File: config.mk
export PLATFORM = sky130hd
export DESIGN_NAME = instr_mem_loader
export DESIGN_NICKNAME = d
export VERILOG_FILES = /design/src/rtl/instr_mem_loader.sv
export SDC_FILE = /design/constraint.sdc
export NUM_CORES = 1
export LEC_CHECK = 0
export CAP_MARGIN = 20
export CORE_ASPECT_RATIO = 0.5
export CORE_MARGIN = 2
export CORE_UTILIZATION = 48
export DETAILED_ROUTE_END_ITERATION = 12
export MAX_ROUTING_LAYER = met4
export PLACE_DENSITY = 0.72
export SLEW_MARGIN = 10
export SYNTH_ARGS = -nofsm -noshare
export SYNTH_HDL_FRONTEND = slang
export SYNTH_SLANG_ARGS = --single-unit
File: constraint.sdc
create_clock -name CLK -period 1.9 [get_ports CLK]
set_input_delay 0.38 -clock CLK [delete_from_list [all_inputs] [get_ports CLK]]
set_output_delay 0.38 -clock CLK [all_outputs]
set_load 0.01 [all_outputs]
File: src/rtl/instr_mem_loader.sv
// Program-image loader: it receives a length-prefixed byte stream, assembles little-endian
// 32-bit words and writes them into instruction memory while the CPU is held.
module instr_mem_loader #(
  parameter int          DEPTH     = 1024,
  parameter logic [31:0] BASE_ADDR = 32'h0000_0000
) (
  input  logic        CLK,
  input  logic        RST,
  input  logic        start,
  input  logic [7:0]  rx_data,
  input  logic        rx_valid,
  output logic        rx_ready,
  output logic        mem_we,
  output logic [31:0] mem_addr,
  output logic [31:0] mem_wdata,
  output logic        cpu_hold,
  output logic        busy,
  output logic        done,
  output logic        error,
  output logic [15:0] words_loaded
);

  typedef enum logic [2:0] {
    IDLE, LEN_LO, LEN_HI, DATA, CSUM, DONE, ERR
  } state_t;

  localparam logic [16:0] DEPTH_L = 17'(DEPTH);

  state_t      state, state_nx;
  logic [15:0] len;
  logic [1:0]  byte_idx;
  logic [23:0] word_buf;
  logic [7:0]  csum;

  logic        accept;
  logic        start_session;
  logic [15:0] len_in;
  logic        last_word;

  assign accept    = rx_valid && rx_ready;
  assign len_in    = {rx_data, len[7:0]};
  assign last_word = (16'(words_loaded + 16'd1) == len);

  // NOTE: reset is synchronous and active-high, so it lives inside the clocked process.
  always_ff @(posedge CLK) begin
    if (RST) state <= IDLE;
    else     state <= state_nx;
  end

  // NOTE: every output of this block gets a default first, otherwise latches are inferred.
  always_comb begin
    state_nx      = state;
    rx_ready      = 1'b0;
    busy          = 1'b0;
    cpu_hold      = 1'b0;
    done          = 1'b0;
    error         = 1'b0;
    start_session = 1'b0;
    case (state)
      IDLE, DONE, ERR: begin
        done     = (state == DONE);
        error    = (state == ERR);
        cpu_hold = (state == ERR);
        if (start) begin
          start_session = 1'b1;
          state_nx      = LEN_LO;
        end
      end
      LEN_LO: begin
        rx_ready = 1'b1;
        busy     = 1'b1;
        cpu_hold = 1'b1;
        if (accept) state_nx = LEN_HI;
      end
      LEN_HI: begin
        rx_ready = 1'b1;
        busy     = 1'b1;
        cpu_hold = 1'b1;
        if (accept) begin
          if ({1'b0, len_in} > DEPTH_L) state_nx = ERR;
          else if (len_in == 16'd0)     state_nx = CSUM;
          else                          state_nx = DATA;
        end
      end
      DATA: begin
        rx_ready = 1'b1;
        busy     = 1'b1;
        cpu_hold = 1'b1;
        // The last word's write pulse lands in the first CSUM cycle, so the checksum byte may follow back-to-back.
        if (accept && byte_idx == 2'd3 && last_word) state_nx = CSUM;
      end
      CSUM: begin
        rx_ready = 1'b1;
        busy     = 1'b1;
        cpu_hold = 1'b1;
        if (accept) state_nx = (rx_data == csum) ? DONE : ERR;
      end
      default: state_nx = IDLE;
    endcase
  end

  // NOTE: sequential state uses non-blocking assignments only.
  always_ff @(posedge CLK) begin
    if (RST) begin
      len          <= '0;
      byte_idx     <= '0;
      word_buf     <= '0;
      csum         <= '0;
      mem_we       <= 1'b0;
      mem_addr     <= BASE_ADDR;
      mem_wdata    <= '0;
      words_loaded <= '0;
    end else begin
      mem_we <= 1'b0;
      if (start_session) begin
        byte_idx     <= '0;
        csum         <= '0;
        mem_addr     <= BASE_ADDR;
        words_loaded <= '0;
      end
      if (accept) begin
        case (state)
          LEN_LO: len[7:0]  <= rx_data;
          LEN_HI: len[15:8] <= rx_data;
          DATA: begin
            csum     <= csum ^ rx_data;
            byte_idx <= byte_idx + 2'd1;
            if (byte_idx == 2'd3) begin
              mem_we       <= 1'b1;
              mem_wdata    <= {rx_data, word_buf};
              mem_addr     <= BASE_ADDR + {14'd0, words_loaded, 2'b00};
              words_loaded <= words_loaded + 16'd1;
            end else begin
              word_buf[8*byte_idx +: 8] <= rx_data;
            end
          end
          default: ;
        endcase
      end
    end
  end

endmodule

==> results.toml <==
[run_status]
status = "complete, but fails checks"
violations = "setup timing"

[sta]
whs_ns = 0.4283
finalClockSkew_ns = 0.008886
setup_violations = 3
fmax_ghz = 0.5160
tightestPinTransition_ns = 0.7470
relSlewSlack = 0.5020
final.period_utilization = 1.020
layout_setup_ws_ns = -0.03794
rsz0062_at_grt = "true"
min_period_ns = 1.938
maxSlewViolCount = 0
finalHoldViolCount = 0

[pwr]
irDropWorstVdd_mv = 0.5783
finalPower_w = 0.008059
pwr_density_cell_mw_per_mm2 = 969.5
p_leak_nw = 3.282
power.internal_w = 0.005789
p_seq_frac = 0.371
switchingPower_w = 0.002270
p_sw_frac = 0.2816
comb_power_share = 0.195
power_frac_clock = 0.434

[detailed_routing]
vias = 5564
routed_wirelength_mm = 16.20
drt_iter0_markers = 455
drt-vias-per-instance = 5.397
firstDrtPassIters = 5
drc = 0
antenna_left = 0
wl_per_cell_um = 15.72

[floorplan]
fp.dieArea_mm2 = 0.01311
core-area_mm2 = 0.01184
dieHeight_um = 81.96
die_w_um = 159.9
ios = 98
start_util = 0.4927
rows = 28

[final_layout]
layoutNonFillerInstCount = 1031
drive_above_1_share = 0.2102
num_antenna_cells = 0
nets = 871
final_util = 0.7020
fillers = 955
synthToLayoutAreaGrowth_pct = 42.48

[worst_setup_path]
crit_required_ns = 2.18
cp.buffers_inverters = 1
crit_family = "compound AO/OA/AOI/OAI gates"
r2r_setup_slack_ns = -0.04
arrival_ns = 2.22
slowest_delay_ns = 0.39
crit_path_top_delay_cell = "o31ai_4"
critPathMaxFanout = 6
crit_chain = "nand4_4 -> buf_4 -> nor3_1 -> a22o_2 -> o211ai_2 -> o31ai_4 -> a221oi_2"
worstSetupEndpointType = "flip-flop"
start_kind = "flip-flop"
crit_type = "reg2reg"

[global_routing]
grt_overflow_total = 0
antenna_found_initial = 0
grt_pass1_vias = 5139
grt_max_degree = 94
grt_pass1_wl_mm = 25.72
grt_usage = 0.2550

[clock_network]
clk_path_buf_depth = 2
cts.sinks = 134
numCtsBuffers = 17
cts_htree_levels = 4
root_buffer = "clkbuf_16"
clkSlewWorstSetupHoldPaths_ns = 0.06
clkLatencyLatePin_ns = 0.42
hold_buffers = 0
cts_tree = "built"

[yosys]
ys_seq_area_frac = 0.4598
ys_ff_latch = 134
yosys_warnings = 0
synthTopCellsByCount = "134 x dfxtp_1, 123 x nand2_1, 83 x a21oi_1, 51 x nor2_1, 33 x o21ai_0"
syn_area_per_cell_um2 = 8.468
syn_inst = 689
synth_edf_count = 0
syn_area_mm2 = 0.005834
post-synth-top-area-cell = "dfxtp_1"
yosysMostFrequentCell = "dfxtp_1"
ys_async_sr_fraction = 0
synth_cell_types = 66
syn_nets = 707
synth_ff_type = "dfxtp_1"
netlist.area_leader.share = 0.4598
netlist_top_cells_area = "dfxtp_1 46%, nand2_1 7.9%, a21oi_1 7.1%, nor2_1 3.3%, o21ai_0 2.8%"

[placement]
dp_hpwl_mm = 10.49
place_inst = 980
gp_congestion = 0.8766
io_buffers = 97

[flow_run]
cap_viol_max_count = 0

[hold_path]
hold_class = "in2reg"
-- cells by family (layout without fill, tap and decap cells) --
group / after synthesis / count (layout) / share of synthesized area
XOR/XNOR: 35 / 35 / 0.05511
flip-flops: 134 / 134 / 0.4598
multiplexers: 10 / 10 / 0.01716
adder cells (fa/ha/maj): 6 / 6 / 0.01287
buffers and inverters: 62 / 239 / 0.05297
AND/OR/NAND/NOR: 283 / 283 / 0.2419
AO/OA/AOI/OAI: 159 / 159 / 0.1602
-- layer usage --
layer | GRT usage | part of all wire | vias up
li1 | - | - | 2714
met1 | 0.3200 | 0.46 | 2658
met2 | 0.4273 | 0.47 | 169
met3 | 0.05253 | 0.052 | 23
met4 | 0.06847 | 0.012 | 0
met5 | - | 0 | -
-- power by group through the flow --
| stage | combinational (W) | clock, W | sequential [W] |
|---|---|---|---|
| 6_report | 0.00157 | 0.00350 | 0.00299 |
| 5_1_grt | 0.00169 | 0.00369 | 0.00300 |
| 4_1_cts | 0.00151 | 0.00354 | 0.00299 |
| 3_5_place_dp | 0.00146 | 0 | 0.00303 |
| 3_3_place_gp | 0.00144 | 0 | 0.00303 |
| 2_1_floorplan | 0.000959 | 0 | 0.00299 |
-- through the flow --
step	setup WS, ns	TNS [ns]	area (um^2)
floorplan	0.01393	0	5857
global placement	-0.2038	-10.76	7403
detailed placement	-0.2366	-12.44	7403
global route	-0.09494	-0.2841	8313
CTS	0.001063	0	8160
finish	-0.03794	-0.09914	8313
-- placed cells by master, fill, tap and decap left out, types with 7 or more instances in the layout --
cell	instances
nand2_1	123
dfxtp_1	121
buf_4	89
clkdlybuf4s50_1	87
a21oi_1	81
nor2_1	50
o21ai_0	31
nand3_1	29
and3_1	20
xor2_1	17
clkbuf_16	17
xnor2_1	14
a22oi_1	11
mux2i_1	10
nand3b_1	9
dfxtp_2	9
inv_1	8
buf_6	8
a22o_1	7
dlygate4sd2_1	7
-- timing repair --
item | CTS | global route
pin swaps | 5 | 7
buffers inserted | 7 | 14
gates resized for setup | 35 | 21
cloned | 0 | 0
endpoints found under the setup margin | 17 | 45
-- path summary, 6_finish.rpt --
check | to | cells after the start | startpoint
worst max register to register | state[1] | 7 | words_loaded[4]
worst max-delay path | state[1] | 7 | words_loaded[4]
worst min-delay path | state[0] | 4 | RST
worst min register to register | word_buf[10] | 2 | word_buf[10]
-- cell type report --
type,count,area [um^2],share of cell area
inverter,10,40.04,0.004816
multi-input combinational,493,2950,0.3549
clock buffer,18,429.2,0.05163
tap,165,206.4,0.02483
timing repair buffer,197,1778,0.2139
sequential,134,2709,0.3259
clock inverter,14,200.2,0.02408
-- registers in the layout, summed over array words and instances (netlist names) --
register	flops
mem_addr	32
mem_wdata	32
word_buf	24
len	16
words_loaded	16
csum	8
state	3
byte_idx	2
mem_we	1
-- worst min-delay path: cells and delay by family --
kind                   cells  cell delay, ns
AO/OA/AOI/OAI              2            0.18
buffers and inverters      2            0.23
(Power assumes the default switching activity.)
